$ cat src/rtl/hp_rd_arb_pkg.sv
// Shared constants and types for the HP0 read arbiter: fixed AR field values,
// requester-index width carried in ARID, and the arbiter state encoding.
package hp_rd_arb_pkg;

  localparam logic [1:0] ARB_BURST_INCR = 2'b01;
  localparam logic [1:0] ARB_SIZE_64    = 2'b11;
  localparam logic [3:0] ARB_CACHE      = 4'b0011;
  localparam int         ARB_IDW        = 3;

  typedef enum logic [0:0] {
    IDLE  = 1'b0,
    ISSUE = 1'b1
  } arb_state_t;

  // ARID carries the requester index in its low bits; upper bits are zero.
  function automatic logic [5:0] arb_arid(input logic [ARB_IDW-1:0] idx);
    return {3'b000, idx};
  endfunction

endpackage

$ cat src/rtl/hp_rd_arb_chk.sv
// Protocol checker for the HP0 read arbiter: an R burst must never complete
// for a requester whose outstanding count is already zero.
module hp_rd_arb_chk #(
  parameter int NREQ = 2
) (
  input logic            clk,
  input logic            resetn,
  input logic [NREQ-1:0] i_dec,
  input logic [NREQ-1:0] i_cnt_zero
);

  always @(posedge clk) begin
    if (resetn) begin
      a_no_dec_at_zero: assert ((i_dec & i_cnt_zero) == '0);
    end
  end

endmodule

$ cat src/rtl/hp_rr_pick.sv
// Combinational grant picker: first eligible index after the pointer, with wrap.
// Build with ARB_PRIO_EN defined for a fixed lowest-index-wins priority encoder.
module hp_rr_pick
  import hp_rd_arb_pkg::*;
#(
  parameter int NREQ = 2
) (
  input  logic [NREQ-1:0]    i_elig,
  input  logic [ARB_IDW-1:0] i_ptr,
  output logic [ARB_IDW-1:0] o_idx,
  output logic               o_vld
);

`ifdef ARB_PRIO_EN
  // Descending scan so the lowest eligible index is written last and wins.
  always_comb begin
    o_idx = '0;
    o_vld = 1'b0;
    for (int i = NREQ - 1; i >= 0; i--) begin
      o_idx = i_elig[i] ? ARB_IDW'(i) : o_idx;
      o_vld = o_vld | i_elig[i];
    end
  end
`else
  logic w_hit;

  // Distance k from the pointer scanned far-to-near so the nearest hit wins.
  always_comb begin
    o_idx = '0;
    o_vld = 1'b0;
    w_hit = 1'b0;
    for (int k = NREQ; k >= 1; k--) begin
      for (int i = 0; i < NREQ; i++) begin
        w_hit = i_elig[i] && (((int'(i_ptr) + k) % NREQ) == i);
        o_idx = w_hit ? ARB_IDW'(i) : o_idx;
        o_vld = o_vld | w_hit;
      end
    end
  end
`endif

endmodule

$ cat src/rtl/hp_rd_arb.sv
// Shares the Zynq S_AXI_HP0 read port among NREQ masters: arbitrated AR issue
// tagged with the requester index, RID-based R routing and per-requester
// outstanding-burst limits. Define ARB_PRIO_EN for fixed priority arbitration.
module hp_rd_arb
  import hp_rd_arb_pkg::*;
#(
  parameter int NREQ   = 2,
  parameter int MAXOUT = 4
) (
  input  logic              clk,
  input  logic              resetn,
  input  logic              halt,
  output logic              idle,
  output logic              rid_err,
  input  logic [NREQ-1:0]   req_arvalid,
  output logic [NREQ-1:0]   req_arready,
  input  logic [32*NREQ-1:0] req_araddr,
  input  logic [4*NREQ-1:0] req_arlen,
  output logic [NREQ-1:0]   req_rvalid,
  input  logic [NREQ-1:0]   req_rready,
  output logic [63:0]       req_rdata,
  output logic              req_rlast,
  output logic [1:0]        req_rresp,
  output logic              sgp0_arvalid,
  input  logic              sgp0_arready,
  output logic [31:0]       sgp0_araddr,
  output logic [1:0]        sgp0_arburst,
  output logic [3:0]        sgp0_arcache,
  output logic [5:0]        sgp0_arid,
  output logic [3:0]        sgp0_arlen,
  output logic [1:0]        sgp0_arlock,
  output logic [2:0]        sgp0_arprot,
  output logic [3:0]        sgp0_arqos,
  output logic [1:0]        sgp0_arsize,
  input  logic              sgp0_rvalid,
  output logic              sgp0_rready,
  input  logic              sgp0_rlast,
  input  logic [63:0]       sgp0_rdata,
  input  logic [1:0]        sgp0_rresp,
  input  logic [5:0]        sgp0_rid
);

  localparam logic [2:0] CNT_MAX = 3'(MAXOUT);

  arb_state_t               r_state;
  arb_state_t               w_state_nxt;
  logic [ARB_IDW-1:0]       r_idx;
  logic [31:0]              r_addr;
  logic [3:0]               r_len;
  logic [NREQ-1:0][2:0]     r_cnt;
  logic                     r_rid_err;
  logic [ARB_IDW-1:0]       w_ptr;
  logic [ARB_IDW-1:0]       w_gnt_idx;
  logic                     w_gnt_vld;
  logic [NREQ-1:0]          w_elig;
  logic [NREQ-1:0]          w_inc;
  logic [NREQ-1:0]          w_dec;
  logic [NREQ-1:0]          w_cnt_zero;
  logic [31:0]              w_addr_sel;
  logic [3:0]               w_len_sel;
  logic                     w_ar_hs;
  logic                     w_rid_ok;
  logic [ARB_IDW-1:0]       w_rsel;
  logic                     w_rhit;

  assign w_ar_hs  = (r_state == ISSUE) && sgp0_arready;
  assign w_rid_ok = (sgp0_rid < 6'(NREQ));
  assign w_rsel   = sgp0_rid[ARB_IDW-1:0];

  always_comb begin
    w_elig     = '0;
    w_inc      = '0;
    w_dec      = '0;
    w_cnt_zero = '0;
    for (int i = 0; i < NREQ; i++) begin
      w_cnt_zero[i] = (r_cnt[i] == 3'd0);
      w_elig[i]     = req_arvalid[i] && (r_cnt[i] < CNT_MAX) && !halt;
      w_inc[i]      = w_ar_hs && (r_idx == ARB_IDW'(i));
      w_dec[i]      = req_rvalid[i] && req_rready[i] && sgp0_rlast;
    end
  end

`ifdef ARB_PRIO_EN
  assign w_ptr = '0;
`else
  logic [ARB_IDW-1:0] r_ptr;

  // The last granted index becomes the starting point of the next search.
  always_ff @(posedge clk or negedge resetn) begin
    if (!resetn) begin
      r_ptr <= ARB_IDW'(NREQ - 1);
    end else if (w_ar_hs) begin
      r_ptr <= r_idx;
    end else begin
      r_ptr <= r_ptr;
    end
  end

  assign w_ptr = r_ptr;
`endif

  hp_rr_pick #(.NREQ(NREQ)) u_pick (
    .i_elig (w_elig),
    .i_ptr  (w_ptr),
    .o_idx  (w_gnt_idx),
    .o_vld  (w_gnt_vld)
  );

  always_comb begin
    w_addr_sel = '0;
    w_len_sel  = '0;
    for (int i = 0; i < NREQ; i++) begin
      w_addr_sel = (w_gnt_idx == ARB_IDW'(i)) ? req_araddr[32*i +: 32] : w_addr_sel;
      w_len_sel  = (w_gnt_idx == ARB_IDW'(i)) ? req_arlen[4*i +: 4] : w_len_sel;
    end
  end

  always_ff @(posedge clk or negedge resetn) begin
    if (!resetn) begin
      r_state <= IDLE;
    end else begin
      r_state <= w_state_nxt;
    end
  end

  always_comb begin
    w_state_nxt  = r_state;
    sgp0_arvalid = 1'b0;
    case (r_state)
      IDLE: begin
        w_state_nxt = w_gnt_vld ? ISSUE : IDLE;
      end
      ISSUE: begin
        sgp0_arvalid = 1'b1;
        w_state_nxt  = sgp0_arready ? IDLE : ISSUE;
      end
      default: begin
        w_state_nxt = IDLE;
      end
    endcase
  end

  // Grant fields are frozen at pick time and presented unchanged through ISSUE.
  always_ff @(posedge clk or negedge resetn) begin
    if (!resetn) begin
      r_idx  <= '0;
      r_addr <= '0;
      r_len  <= '0;
    end else if ((r_state == IDLE) && w_gnt_vld) begin
      r_idx  <= w_gnt_idx;
      r_addr <= w_addr_sel;
      r_len  <= w_len_sel;
    end else begin
      r_idx  <= r_idx;
      r_addr <= r_addr;
      r_len  <= r_len;
    end
  end

  always_ff @(posedge clk or negedge resetn) begin
    if (!resetn) begin
      r_cnt <= '0;
    end else begin
      for (int i = 0; i < NREQ; i++) begin
        case ({w_inc[i], w_dec[i]})
          2'b10:   r_cnt[i] <= r_cnt[i] + 3'd1;
          2'b01:   r_cnt[i] <= w_cnt_zero[i] ? 3'd0 : r_cnt[i] - 3'd1;
          default: r_cnt[i] <= r_cnt[i];
        endcase
      end
    end
  end

  always_ff @(posedge clk or negedge resetn) begin
    if (!resetn) begin
      r_rid_err <= 1'b0;
    end else if (sgp0_rvalid && !w_rid_ok) begin
      r_rid_err <= 1'b1;
    end else begin
      r_rid_err <= r_rid_err;
    end
  end

  // Unknown RIDs are drained (rready forced high) so the slave never stalls.
  always_comb begin
    req_rvalid  = '0;
    sgp0_rready = 1'b1;
    w_rhit      = 1'b0;
    for (int i = 0; i < NREQ; i++) begin
      w_rhit        = w_rid_ok && (w_rsel == ARB_IDW'(i));
      req_rvalid[i] = w_rhit && sgp0_rvalid;
      sgp0_rready   = w_rhit ? req_rready[i] : sgp0_rready;
    end
  end

  always_comb begin
    req_arready = '0;
    for (int i = 0; i < NREQ; i++) begin
      req_arready[i] = w_ar_hs && (r_idx == ARB_IDW'(i));
    end
  end

  assign idle         = (r_state == IDLE) && (&w_cnt_zero);
  assign rid_err      = r_rid_err;
  assign req_rdata    = sgp0_rdata;
  assign req_rlast    = sgp0_rlast;
  assign req_rresp    = sgp0_rresp;
  assign sgp0_araddr  = r_addr;
  assign sgp0_arid    = arb_arid(r_idx);
  assign sgp0_arlen   = r_len;
  assign sgp0_arburst = ARB_BURST_INCR;
  assign sgp0_arsize  = ARB_SIZE_64;
  assign sgp0_arcache = ARB_CACHE;
  assign sgp0_arlock  = 2'b00;
  assign sgp0_arprot  = 3'b000;
  assign sgp0_arqos   = 4'b0000;

  hp_rd_arb_chk #(.NREQ(NREQ)) u_chk (
    .clk        (clk),
    .resetn     (resetn),
    .i_dec      (w_dec),
    .i_cnt_zero (w_cnt_zero)
  );

endmodule

$ cat config.mk
export PLATFORM = sky130hd
export DESIGN_NAME = hp_rd_arb
export DESIGN_NICKNAME = d
export VERILOG_FILES = /design/src/rtl/hp_rd_arb_pkg.sv /design/src/rtl/hp_rd_arb_chk.sv /design/src/rtl/hp_rr_pick.sv /design/src/rtl/hp_rd_arb.sv
export SDC_FILE = /design/constraint.sdc
export NUM_CORES = 1
export LEC_CHECK = 0
export BUFFER_PORTS_ARGS = -buffer_cell sky130_fd_sc_hd__buf_2
export CAP_MARGIN = 20
export CORE_AREA = 2 2 113 115
export DETAILED_ROUTE_END_ITERATION = 12
export DIE_AREA = 0 0 115 117
export GPL_TIMING_DRIVEN = 0
export PLACE_DENSITY_LB_ADDON = 0.08
export SLEW_MARGIN = 15
export SYNTH_ARGS = -nofsm -noshare
export SYNTH_HDL_FRONTEND = slang
export SYNTH_HIERARCHICAL = 1
export SYNTH_SLANG_ARGS = --single-unit
$ cat constraint.sdc
create_clock -name clk -period 4.85 [get_ports clk]
set_input_delay 0.97 -clock clk [delete_from_list [all_inputs] [get_ports clk]]
set_output_delay 0.97 -clock clk [all_outputs]
set_load 0.05 [all_outputs]
; Word-level counts from Yosys, hierarchy flattened
; Index checks and enable logic that the tools add are counted.
[classes]
n_addsub = 6
order_cmp = 3
n_eq_ne = 9
n_mux = 17
bitwise = 6
reduce_logical = 34
[op_table]
columns = operator, count
row1 = 32-bit logical NOT, 2
row2 = 32-bit 2-to-1 mux, 2
row3 = 1-bit logical AND, 22
row4 = 3-bit logical NOT, 5
row5 = 3-bit 2-to-1 mux, 4
row6 = 3-bit case mux with 2 select lines, 2
row7 = "3-bit by 1-bit == test with 1-bit output, second input constant", 3
row8 = "2-bit == test, second input constant", 4
row9 = 4-bit 2-to-1 mux, 2
row10 = "3-bit by 1-bit adder with 3-bit output, second input constant", 2
row11 = "3-bit < comparator, second input constant", 2
row12 = "6-bit by 2-bit < comparator with 1-bit output, second input constant", 1
row13 = 1-bit 2-to-1 mux, 6
row14 = "3-bit by 1-bit subtractor with 3-bit output, second input constant", 2
row15 = "2-bit by 1-bit == test with 1-bit output, second input constant", 2
row16 = 2-bit nonzero test, 2
row17 = 1-bit OR, 3
row18 = "1-bit adder, second input constant", 2
row19 = "1-bit bitwise AND, first input constant", 2
row20 = 1-bit logical NOT, 2
row21 = 1-bit case mux with 2 select lines, 1
row22 = 2-bit AND reduction, 1
row23 = 1-bit inverter, 1
[totals]
register_bits = 48
inputBits = 154
word_cells = 83

; Logic depth before layout (Yosys ltp)
[logic_depth]
depth_word = 10
ltp_mapped = 8
depth_no_buf = 7

; Hierarchy
; Netlist, hierarchy kept.
[by_module_without_submodules]
columns = mod, instances, cells_per_inst, area_per_inst_um2, seq_area_each_um2
row1 = hp_rd_arb, 1, 333, 3298.2, 1252.5
row2 = hp_rr_pick, 1, 5, 32.5, 0.0

; Least setup slack after synthesis
; OpenSTA, ideal clock, no wires.
[synth_path]
path_type = input to register
start = input sgp0_arready
end = register r_cnt[2] in the netlist's numbering
setup_ns = 0.104
t_arrival_ns = 3.539
slack_ns = 1.207
stages = 7
n_path_buf = 0
cell_sequence = nand2_1 -> nor4_1 -> inv_1 -> ha_1 -> nand3b_1 -> a21oi_1 -> a221oi_1
[synth_via]
elab_chain_len = 4
word_cells_on_any_way = 6
cone_classes = 2 x eq/ne / 1 x mux / 3 x reduce/logical
[synth_lines]
columns = item, line_no
row1 = start: declaration, hp_rd_arb.sv:25  ; input logic sgp0_arready,
row2 = 1-bit logical AND (*), hp_rd_arb.sv:66  ; assign w_ar_hs = (r_state == ISSUE) && sgp0_arready;
row3 = 1-bit logical AND (*), --
row4 = via req_arready[0], hp_rd_arb.sv:16  ; output logic [NREQ-1:0] req_arready,
row5 = 2-bit by 1-bit == test with 1-bit output / 2-bit == test (equally long branches), hp_rd_arb.sv:165  ; case ({w_inc[i], w_dec[i]})
row6 = 3-bit case mux with 2 select lines / 2-bit nonzero test (equally long branches), --
row7 = end signal: indexed assignment, hp_rd_arb.sv:166  ; 2'b10: r_cnt[i] <= r_cnt[i] + 3'd1;
row8 = end signal: indexed assignment, hp_rd_arb.sv:167  ; 2'b01: r_cnt[i] <= w_cnt_zero[i] ? 3'd0 : r_cnt[i] - 3'd1;
row9 = end signal: indexed assignment, hp_rd_arb.sv:168  ; default: r_cnt[i] <= r_cnt[i];
row10 = end: declaration, hp_rd_arb.sv:50  ; logic [NREQ-1:0][2:0] r_cnt;
; Mark *: on every way through the listed nets, which the timed path passes. The rest lies on a longest branch.
; A chain may end at the register's enable or synchronous reset.

; Worst setup path in the final report
[layout_path]
start = input sgp0_rid[5]
end = output req_rvalid[0]
[layout_via]
elab_chain_len = 3
[layout_lines]
columns = item, line_no
row1 = start: declaration, hp_rd_arb.sv:40  ; input logic [5:0] sgp0_rid
row2 = 6-bit by 2-bit < comparator with 1-bit output, hp_rd_arb.sv:67  ; assign w_rid_ok = (sgp0_rid < 6'(NREQ));
row3 = 1-bit logical AND, hp_rd_arb.sv:190  ; w_rhit = w_rid_ok && (w_rsel == ARB_IDW'(i));
row4 = 1-bit logical AND, hp_rd_arb.sv:191  ; req_rvalid[i] = w_rhit && sgp0_rvalid;
row5 = end: declaration, hp_rd_arb.sv:19  ; output logic [NREQ-1:0] req_rvalid,
; No other way between the ends.

==> reports/results.ini <==
[global_routing]
grt_max_degree = 26
grt_pass1_wl_mm = 12.7
grt-ovfl-total = 0
grt_pass1_vias = 2490
grt_usage_pct = 12.0
antenna_found_initial = 0

[detailed_routing]
wl_met3_um = 848
wl_met2_mm = 4.21
post-route-drc-count = 0
routed.top_layer = met4
wirelength_mm = 8.68
num_vias = 2862
drt-initial-drc-count = 34
drt-vias-per-instance = 4.01
wl_met1_mm = 3.59
drt-pass1-iter-count = 4
ant_nets = 0
wl_per_cell_um = 12.2

[sta]
fmax_mhz = 340
drv_slew = 0
period_share_pct = 60.6
worst_hold_slack_ns = 0.457
finalHoldViolations = 0
tightest_slew_ns = 0.578
fin_tns_setup_ns = 0
slew_headroom_pct = 61.5
rsz0062_at_grt = false
skew_ns = 0.00761
setup_violations = 0
fin_crit_ns = 2.94

[clocking]
cts_buffers = 5
clock_sinks = 48
cts-hold-fix-buffers = 0
clock-root-buffer = clkbuf_16
post-cts-setup-buffers = 0
clk_pin_slew_ns = 0.06
cts_htree_levels = 2
cts_buffer_depth = 2
cts_tree = yes
insertion_delay_ns = 0.29
post_cts_resized = 0

[floorplan]
num_rows = 41
dieArea_sq_um = 13500
dieWidth_um = 115
io_pins = 288
initial_core_util_pct = 26.5
coreArea_sq_um = 12300
die_h_um = 117

[critical_path]
startpoint_type = input pin
r2r_setup_slack_ns = 2.78
worst-setup-path-type = input pin to output pin
critPathArrivalTime_ns = 1.97
critPathRequiredTime_ns = 3.88
end_kind = output pin
cp_max_fo = 4

[final_layout]
fillers = 1301
multi_input_area_sq_um = 1330
n_antenna_cell = 0
final_core_util_pct = 38.0
syn2layout_area_growth_pct = 43.8
fin_nets = 726
finalInstanceArea_sq_um = 4680
drive_gt1_share_pct = 60.9
register_area_sq_um = 1200

[placement]
dpl.hpwl_mm = 7.03
portBuffers = 201
finalWeightedCongestion = 0.658
dpl_cell_area_sq_um = 4540

[logic_synthesis]
avgSynthCellArea_sq_um = 9.75
synthCells = 334
syn_area_sq_um = 3260
ys_warn_count = 6

[run]
cap_viol_max_count = 0

[worst_hold_path]
hp-class = flop to flop

[power]
ir_drop_mv = 0.147
p_leak_nw = 2.64
power_density_nw_per_um2 = 346

[status]
status = complete, no violations

[per-stage QoR]
stage / power [mW] / instances / setup slack (ns)
2_1_floorplan: 1.10 / 353 / 1.25
3_3_place_gp: 1.28 / 704 / 1.90
3_5_place_dp: 1.29 / 705 / 1.87
4_1_cts: 1.65 / 713 / 1.87
5_1_grt: 1.71 / 713 / 1.76
6_report: 1.62 / 713 / 1.91
[final timing paths]
| kind | start | endpoint | cells after the start |
|---|---|---|---|
| setup / recovery | sgp0_rid[5] | req_rvalid[0] | 5 |
| hold / removal | rid_err | rid_err | 1 |
| setup reg to reg | r_cnt[5] | sgp0_araddr[28] | 6 |
| hold reg to reg | rid_err | rid_err | 1 |
| max in group asynchronous | resetn | r_ptr[0] | 2 |
| min in group asynchronous | resetn | sgp0_araddr[8] | 1 |
[metal layers]
layer	global-route usage [%]	up-vias
li1	-	1451
met1	14.5	1260
met2	21.3	149
met3	3.45	2
met4	2.65	0
met5	0	-
[where the power goes]
part	switching, mW	leakage [nW]	internal, mW
sequential	0.0454	0.633	0.469
clock	0.153	0.0681	0.193
combinational	0.523	1.94	0.236
total	0.721	2.64	0.898
[placed cells by master, fill, tap and decap left out]
cell type and instances:
buf_4 89, buf_6 4, mux2i_1 39, or2_2 1, or3_1 1, mux2_2 4, nor2_1 8, o21ai_0 8
nand2_1 41, or4b_2 1, a21boi_1 1, clkinv_4 1, nand3_1 3, clkbuf_16 5, a21o_1 5, dfrtp_1 47
inv_1 11, and3_1 1, buf_2 206, nand2b_1 1, conb_1 22, o211ai_1 1, buf_12 1, nor3b_1 2
o21ai_2 30, and2_1 1, a211oi_1 4, dfstp_2 1, nor4_1 1, nor3_1 3, a21oi_1 1, nand3b_1 1
a221oi_1 1, ha_1 10, or2_1 1, clkbuf_1 6
[state kept, by name, summed over array words and instances (netlist names)]
name / flops
r_idx: 3
sgp0_arlen: 4
r_state: 1
rid_err: 1
r_ptr: 1
sgp0_araddr: 32
r_cnt: 6
[final cells by class]
class / count / share of cell area, %
clock buffers: 7 / 2.83
multi-input cells: 192 / 28.4
clock inverters: 1 / 0.187
inverters: 11 / 0.881
well taps: 150 / 4.01
flip-flops and latches: 48 / 25.7
plain buffers: 102 / 16.1
repair buffers: 202 / 21.9
[worst max-delay path, stage by stage]
cell,delay [ns]
buf_2,0.09
nor3_1,0.31
nand3_1,0.20
nor2_1,0.12
buf_2,0.27
(Power assumes the default switching activity.)
